`src/rtl/load_extend_pipe.sv`:
```
// load_extend_pipe
//   Pipelined load-data extraction and extension unit. Selects the addressed
//   byte / halfword / word / doubleword lane from a full-width memory read
//   word, zero- or sign-extends it to DATA_WIDTH, and registers the result
//   behind a valid/ready handshake with a one-entry skid buffer.
//
// Parameters:
//   DATA_WIDTH  datapath width in bits (32 or 64)
//   BIG_ENDIAN  1: byte offset 0 is the most significant byte of InData
//
// Ports:
//   Clock     rising-edge clock
//   nReset    synchronous active-low reset
//   InValid   upstream presents a load word this cycle
//   InReady   unit can accept an input (registered state only)
//   InData    raw aligned memory read word
//   ByteAddr  byte offset of the access within InData
//   Size      00 byte, 01 halfword, 10 word, 11 doubleword
//   Unsgnsel  1 zero-extend, 0 sign-extend
//   OutValid  Out holds a valid result
//   OutReady  downstream accepts Out this cycle
//   Out       extracted and extended load value
//   AddrErr   (only with LOAD_EXTEND_MISALIGN_EN) misaligned access flag
//
// Build option:
//   LOAD_EXTEND_MISALIGN_EN  adds AddrErr, carried alongside each result.

module load_extend_pipe #(
  parameter int DATA_WIDTH = 32,
  parameter bit BIG_ENDIAN = 1'b1
) (
  input  logic                              Clock,
  input  logic                              nReset,
  input  logic                              InValid,
  output logic                              InReady,
  input  logic [DATA_WIDTH-1:0]             InData,
  input  logic [$clog2(DATA_WIDTH/8)-1:0]   ByteAddr,
  input  logic [1:0]                        Size,
  input  logic                              Unsgnsel,
  output logic                              OutValid,
  input  logic                              OutReady,
`ifdef LOAD_EXTEND_MISALIGN_EN
  output logic [DATA_WIDTH-1:0]             Out,
  output logic                              AddrErr
`else
  output logic [DATA_WIDTH-1:0]             Out
`endif
);

  localparam int NB = DATA_WIDTH / 8;
  localparam int AW = $clog2(NB);

  logic [AW:0]           wbytes;
  logic [AW-1:0]         lane_mask;
  logic [AW-1:0]         eoff;
  logic [AW:0]           shift_bytes;
  logic [AW+3:0]         wbits;
  logic [DATA_WIDTH-1:0] shifted;
  logic [DATA_WIDTH-1:0] field_mask;
  logic [DATA_WIDTH-1:0] msb_mask;
  logic                  sign;
  logic [DATA_WIDTH-1:0] result;
  logic                  accept;

  logic                  out_valid_q, out_valid_d;
  logic [DATA_WIDTH-1:0] out_data_q, out_data_d;
  logic                  skid_valid_q, skid_valid_d;
  logic [DATA_WIDTH-1:0] skid_data_q, skid_data_d;

  // Lane extraction and extension
  always_comb begin
    case (Size)
      2'b00:   wbytes = (AW+1)'(1);
      2'b01:   wbytes = (AW+1)'(2);
      2'b10:   wbytes = (AW+1)'(4);
      default: wbytes = (DATA_WIDTH == 64) ? (AW+1)'(8) : (AW+1)'(4);
    endcase
    // A full-width access truncates to zero here, and zero-minus-one gives
    // an all-ones lane mask, which is what force-alignment needs.
    lane_mask = AW'(wbytes - (AW+1)'(1));
    eoff      = ByteAddr & ~lane_mask;
    if (BIG_ENDIAN)
      shift_bytes = (AW+1)'(NB) - {1'b0, eoff} - wbytes;
    else
      shift_bytes = {1'b0, eoff};
    shifted    = InData >> {shift_bytes, 3'b000};
    wbits      = {wbytes, 3'b000};
    // Shifting by the full width yields zero, so W == DATA_WIDTH gives an
    // all-ones mask and the word passes through unchanged.
    field_mask = ~({DATA_WIDTH{1'b1}} << wbits);
    msb_mask   = field_mask ^ (field_mask >> 1);
    sign       = |(shifted & msb_mask);
    result     = (shifted & field_mask) |
                 ((!Unsgnsel && sign) ? ~field_mask : {DATA_WIDTH{1'b0}});
  end

  // The skid register is the only thing that can refuse an input, so
  // InReady never depends combinationally on OutReady.
  assign InReady = !skid_valid_q;
  assign accept  = InValid && InReady;

  // Output/skid next state: drain skid first to preserve accept order
  always_comb begin
    out_valid_d  = out_valid_q;
    out_data_d   = out_data_q;
    skid_valid_d = skid_valid_q;
    skid_data_d  = skid_data_q;
    if (!out_valid_q || OutReady) begin
      if (skid_valid_q) begin
        out_valid_d  = 1'b1;
        out_data_d   = skid_data_q;
        skid_valid_d = accept;
        if (accept) skid_data_d = result;
      end else begin
        out_valid_d = accept;
        if (accept) out_data_d = result;
      end
    end else if (accept) begin
      skid_valid_d = 1'b1;
      skid_data_d  = result;
    end
  end

  always_ff @(posedge Clock) begin
    if (!nReset) begin
      out_valid_q  <= 1'b0;
      out_data_q   <= '0;
      skid_valid_q <= 1'b0;
      skid_data_q  <= '0;
    end else begin
      out_valid_q  <= out_valid_d;
      out_data_q   <= out_data_d;
      skid_valid_q <= skid_valid_d;
      skid_data_q  <= skid_data_d;
    end
  end

  assign OutValid = out_valid_q;
  assign Out      = out_data_q;

`ifdef LOAD_EXTEND_MISALIGN_EN
  logic err_in;
  logic out_err_q, out_err_d;
  logic skid_err_q, skid_err_d;

  // The flag follows exactly the same path as its data word.
  assign err_in = |(ByteAddr & lane_mask);

  always_comb begin
    out_err_d  = out_err_q;
    skid_err_d = skid_err_q;
    if (!out_valid_q || OutReady) begin
      if (skid_valid_q) begin
        out_err_d = skid_err_q;
        if (accept) skid_err_d = err_in;
      end else if (accept) begin
        out_err_d = err_in;
      end
    end else if (accept) begin
      skid_err_d = err_in;
    end
  end

  always_ff @(posedge Clock) begin
    if (!nReset) begin
      out_err_q  <= 1'b0;
      skid_err_q <= 1'b0;
    end else begin
      out_err_q  <= out_err_d;
      skid_err_q <= skid_err_d;
    end
  end

  assign AddrErr = out_err_q;
`endif

endmodule

```
`config.mk`:
```
export PLATFORM = sky130hd
export DESIGN_NAME = load_extend_pipe
export DESIGN_NICKNAME = d
export VERILOG_FILES = /design/src/rtl/load_extend_pipe.sv
export SDC_FILE = /design/constraint.sdc
export NUM_CORES = 1
export LEC_CHECK = 0
export ABC_CLOCK_PERIOD_IN_PS = 2770
export CAP_MARGIN = 20
export CORE_MARGIN = 4
export CORE_UTILIZATION = 46
export DETAILED_ROUTE_END_ITERATION = 12
export GPL_TIMING_DRIVEN = 0
export PLACE_DENSITY_LB_ADDON = 0.25
export SLEW_MARGIN = 20
export SYNTH_ARGS = -nofsm -noshare
export SYNTH_HDL_FRONTEND = slang
export SYNTH_SLANG_ARGS = --single-unit
```
`constraint.sdc`:
```
create_clock -name Clock -period 2.77 [get_ports Clock]
set_input_delay 0.554 -clock Clock [delete_from_list [all_inputs] [get_ports Clock]]
set_output_delay 0.554 -clock Clock [all_outputs]
set_load 0.01 [all_outputs]
```
### After elaboration in Yosys (flattened, before gate mapping)

Index checks and enable logic that the tools add are counted.

| word-level totals | value |
|---|---|
| word-level logic and storage cells | 41 |
| bits of input ports | 41 |
| bits in registers | 66 |

| operators by class | value |
|---|---|
| reductions and logical operators | 11 |
| eq/ne operators | 2 |
| multiplexer cells | 11 |
| shift-type cells | 2 |
| bitwise logic cells | 8 |
| $add $sub $neg | 3 |

Operator list:

| kind | number |
|---|---|
| 32-bit 2-to-1 mux | 6 |
| 32-bit bitwise AND | 2 |
| 32-bit NOT | 2 |
| 32-bit OR | 1 |
| 32-bit OR reduction | 1 |
| 32-bit by 6-bit << shifter with 32-bit output (first input constant) | 1 |
| 32-bit by 6-bit right shift with 32-bit output | 1 |
| 32-bit by 31-bit bitwise XOR with 32-bit output | 1 |
| 3-bit one-hot mux with 2 select lines | 1 |
| 1-bit 2-to-1 mux | 4 |
| 2-bit nonzero test | 2 |
| 1-bit zero test | 3 |
| 3-bit by 2-bit subtractor with 3-bit output (first input constant) | 1 |
| 3-bit subtractor | 1 |
| 2-bit bitwise AND | 1 |
| 2-bit by 1-bit equality test with 1-bit output (second input constant) | 1 |
| 1-bit logical AND | 2 |
| 2-bit zero test | 1 |
| 2-bit inequality test (second input constant) | 1 |
| 2-bit NOT | 1 |
| 2-bit AND reduction | 1 |
| 2-bit by 1-bit subtractor with 2-bit output (second input constant) | 1 |
| 1-bit logical OR | 1 |

### Depth between registers and ports, before layout

| depth | value |
|---|---|
| depth in word-level cells | 16 |
| mapped depth | 11 |

### Worst setup path before layout

OpenSTA, ideal clock, no wires.

| timing path | value |
|---|---|
| path kind | input port to flip-flop |
| start point | input port ByteAddr[1] |
| end point | register skid_data_q[29] |
| slack | -238 ps |
| data arrival time | 2,883 ps |
| required time | 2,645 ps |
| buffers on the path | 0 |
| stages on the path | 9 |
| setup time | 125 ps |
| cell sequence | nand2b_1 a21o_1 ha_1 mux4_2 and3_1 a41oi_1 a311oi_4 nor2_2 a21oi_1 |

| on the way | value |
|---|---|
| longest elaborated chain between the ends | 12 |

RTL lines:

| item | RTL line | text |
|---|---|---|
| from (decl) | 37 | `input logic [$clog2(DATA_WIDTH/8)-1:0] ByteAddr,` |
| 2-bit bitwise AND (*) | 81 | `eoff = ByteAddr & ~lane_mask;` |
| 3-bit by 2-bit subtractor with 3-bit output (*) | 83 | `shift_bytes = (AW+1)'(NB) - {1'b0, eoff} - wbytes;` |
| 3-bit subtractor (*) | 83 |  |
| 32-bit by 6-bit right shift with 32-bit output (*) | 86 | `shifted = InData >> {shift_bytes, 3'b000};` |
| 32-bit bitwise AND | 92 | `sign = \|(shifted & msb_mask);` |
| 32-bit OR reduction | 92 |  |
| 1-bit logical AND | 94 | `((!Unsgnsel && sign) ? ~field_mask : {DATA_WIDTH{1'b0}});` |
| 32-bit 2-to-1 mux | 94 |  |
| 32-bit OR (*) | 93 | `result = (shifted & field_mask) \|` |
| 32-bit 2-to-1 mux (*) | 113, 118 |  |
| 32-bit 2-to-1 mux | 109 | `if (skid_valid_q) begin` |
| 32-bit 2-to-1 mux (*) | 108 | `if (!out_valid_q \|\| OutReady) begin` |
| to (signal assigned) | 134 | `skid_data_q <= skid_data_d;` |
| to (decl) | 68 | `logic [DATA_WIDTH-1:0] skid_data_q, skid_data_d;` |

Every way passes the cells marked *; elsewhere a longest branch is shown, timed or not. The select of a mux whose other input is x is not followed.
A chain may end at the register's enable or synchronous reset.

### Worst setup path after layout

| timing path | value |
|---|---|
| start point | input port Size[0] |
| end point | register out_data_q[25] (netlist: Out[25]) |

| on the way | value |
|---|---|
| longest elaborated chain between the ends | 15 |

RTL lines:

| item | RTL line | text |
|---|---|---|
| from (decl) | 38 | `input logic [1:0] Size,` |
| 2-bit by 1-bit equality test with 1-bit output / 2-bit zero test (equally long branches) | 72 | `case (Size)` |
| 3-bit one-hot mux with 2 select lines (*) | 72 |  |
| 2-bit by 1-bit subtractor with 2-bit output | 80 | `lane_mask = AW'(wbytes - (AW+1)'(1));` |
| 2-bit NOT | 81 |  |
| 2-bit bitwise AND | 81 |  |
| 3-bit by 2-bit subtractor with 3-bit output | 83 |  |
| 3-bit subtractor | 83 |  |
| 32-bit by 6-bit right shift with 32-bit output | 86 |  |
| 32-bit bitwise AND | 92 |  |
| 32-bit OR reduction | 92 |  |
| 1-bit logical AND | 94 |  |
| 32-bit 2-to-1 mux | 94 |  |
| 32-bit OR (*) | 93 |  |
| 32-bit 2-to-1 mux (*) | 116 | `if (accept) out_data_d = result;` |
| 32-bit 2-to-1 mux (*) | 109 |  |
| to (signal assigned) | 132 | `out_data_q <= out_data_d;` |
| to (decl) | 66 | `logic [DATA_WIDTH-1:0] out_data_q, out_data_d;` |

Marked as above.

==> results.md <==
- Clock Skew: 0.0105 ns
- Crit path launch type: input pin
- Hold_buf cts: 0
- Min-delay worst type: reg -> reg
- Reg-to-Reg End: skid_data_q[2]$_SDFFE_PN0P_
- Final setup viols: 0
- Gpl congestion: 0.932
- Dpl hpwl: 8190 um
- Ys flop type: dfxtp_1
- Port Buffers: 73
- Post-Syn Nets: 483
- RSZ-0062 raised after global routing: yes
- Overall die height: 95.5 um
- Fin crit share: 99.3%
- Starting DRT DRC Count: 334
- WL/cell: 18.6 um
- Max_cap viols: 0
- FF+latch count, synth: 66
- Synthesized area: 0.00352 mm^2
- Worst R2R Start: skid_valid_q$_SDFFE_PN0P_
- Final hold slack: 0.454 ns
- Max-slew headroom: 44.0%
- Clk root buf: clkbuf_8
- Status: complete, no violations
- Wirelength, routed: 11900 um
- Critical path capture point type: flip-flop
- Vias/cell: 6.07
- Die Footprint: 0.00913 mm^2
- Initial DRT Pass Iterations: 5
- Synth-to-layout area growth: 40.8%
- CTS max path bufs: 2
- Yosys warnings: 0
- Sequential area share after synthesis: 37.5%
- Final TNS setup: 0 ns
- Distinct cell type count after synthesis: 46
- Final nets: 580
- Top delay family on crit path: compound AO/OA/AOI/OAI gates
- Fin. max-slew vios: 0
- Clk sinks: 66
- CTS H-tree lvls: 3
- First-pass GRT wire length: 18700 um
- Reg2reg setup slack: 0.52 ns
- PD cells: 521 mW/mm^2
- Core area: 0.00733 mm^2
- CP max stage delay: 0.50 ns
- Worst setup endpoint: Out[25]$_SDFFE_PN0P_
- Crit path time final: 2.75 ns
- Async set or reset register ratio after synthesis: 0%
- Worst r2r path cells: 8
- Grt ovf: 0
- Max Fclk: 363 MHz
- Crit path depth: 12
- Cells after Synth: 438
- Post-synth EDFFs: 0
- Avg Inst Size Synth: 8.05 um^2
- Initial antenna violation count: 0
- Clock-pin slew on the worst setup and hold paths: 0.07 ns
- Most frequent cells in the layout: nand2_1, clkdlybuf4s50_1, dfxtp_1
- Via count: 3876
- Setup crit start: Size[0]
- Number of CTS-inserted buffers: 9
- DRC viols: 0
- Layout cells sized above 1: 16.3%
- CTS tree: yes
- Starting Density: 48.1%
- Setup CP Type: in -> reg
- Bufs and invs on worst path: 3
- Antenna diodes: 0
- Final hold violation count: 0
- CP cell instances: buf_12 -> nand2b_4 -> a21o_1 -> ha_4 -> mux4_2 -> and3_4 -> a41oi_4 -> buf_6 -> a311oi_4 -> buf_4 -> nor3b_2 -> o31ai_1
- Crit path DAT: 2.99 ns
- Slowest CP cell: mux4_2
- Placement Rows: 31
- Yosys top cell area share: 37.5%
- CP required: 3.01 ns
- Top post-synthesis cells by area: dfxtp_1, nand2_1, a21oi_1
- Worst-margin pin slew: 0.840 ns
- Crit-path max FO: 8
- Clock Latency Late Sink: 0.36 ns
- Synth area leader: dfxtp_1
- Die width: 95.5 um
- Largest net degree at the start of global routing: 12
- VDD IR max: 0.330 mV
- Most common cell after layout, fill and taps aside: nand2_1
- Static Leak: 0.00187 uW
- ANT nets after route: 0
- Total GRT Usage: 27.0%
- Boundary Pins: 75
- Vias in the first global route: 3654
-- through the flow --
step / total power [uW] / instances / util (%) / setup WS (ns) / instance area, um^2
floorplan: 1340 / 438 / - / 0.0280 / 3570
global placement: 1560 / 610 / 60.4 / -0.840 / 4430
detailed placement: 1570 / 610 / 60.4 / -0.930 / 4430
CTS: 2540 / 636 / 66.5 / 0.00772 / 4880
global route: 2660 / 639 / 67.7 / -0.0633 / 4960
finish: 2580 / 639 / 67.7 / 0.0183 / 4960
-- what timing repair did --
item	CTS	global route
resized for setup	35	28
cloned	2	0
setup endpoints to repair	56	50
setup buffers	8	5
pin swaps	10	15
-- per-layer routing --
layer	track usage, %	vias to the layer above	part of all wire (%)
li1	-	1763	-
met1	34.1	1854	40
met2	44.7	222	48
met3	6.39	37	9.1
met4	9.95	0	2.9
met5	0	-	0
-- worst min-delay path by stage --
| stage | endpoint | cells past startpoint | startpoint | slack, ns |
|---|---|---|---|---|
| 6_report | Out[20]$_SDFFE_PN0P_ | 2 | Out[20]$_SDFFE_PN0P_ | 0.45 |
| 5_1_grt | Out[20]$_SDFFE_PN0P_ | 2 | Out[20]$_SDFFE_PN0P_ | 0.48 |
| 4_1_cts | Out[20]$_SDFFE_PN0P_ | 2 | Out[20]$_SDFFE_PN0P_ | 0.46 |
| 3_5_place_dp | Out[20]$_SDFFE_PN0P_ | 2 | Out[20]$_SDFFE_PN0P_ | 0.44 |
| 3_3_place_gp | Out[19]$_SDFFE_PN0P_ | 2 | Out[19]$_SDFFE_PN0P_ | 0.44 |
| 2_1_floorplan | Out[26]$_SDFFE_PN0P_ | 2 | Out[26]$_SDFFE_PN0P_ | 0.48 |
-- flip-flops by register name (all words and copies together), names as in the netlist --
register	flops
OutValid	1
Out	32
skid_data_q	32
skid_valid_q	1
-- kinds of logic (layout without fill, tap and decap cells) --
logic type	Yosys count	count (layout)	synth area share, %
AND/OR/NAND/NOR	156	156	20.8
AO/OA/AOI/OAI	153	154	27.3
flip-flops	66	66	37.5
buffers and inverters	40	141	4.30
multiplexers	17	17	8.20
adder cells (fa/ha/maj)	4	4	1.42
XOR/XNOR	2	2	0.497
-- synthesized netlist by cell type (3+ instances only) --
master and n:
mux2_2 5, inv_1 8, o31ai_1 15, nor2b_1 3
nand3_1 16, mux4_2 9, nor3b_1 13, nand2b_1 6
nor2_1 15, mux2i_1 3, o211a_1 3, ha_1 4
nand2_1 82, a21oi_1 52, o21ai_1 6, clkbuf_1 30
and2_1 9, o21a_1 6, dfxtp_1 66, o21ai_0 45
o211ai_1 10
-- worst register-to-register path, stage by stage, from the launching register on --
cell	delay (ns)
dfxtp_1	0.31
clkbuf_1	0.24
inv_1	0.19
nand2_1	0.11
or2_2	0.11
clkbuf_1	0.48
clkbuf_1	0.38
o21ai_0	0.14
and2_1	0.18
-- area by class of cell --
class,count,area [um^2]
inverters,8,30.0
fillers,574,2370
repair buffers,85,837
multi-input cells,333,2280
plain buffers,32,128
flip-flops and latches,66,1320
well taps,99,124
clock buffers,12,165
clock inverters,4,72.6
-- power breakdown --
part,total [uW],internal (uW),switching [uW]
clock network,971,579,392
registers,1020,997,24.8
logic,591,271,321
Power figures use the tool's default switching activity.
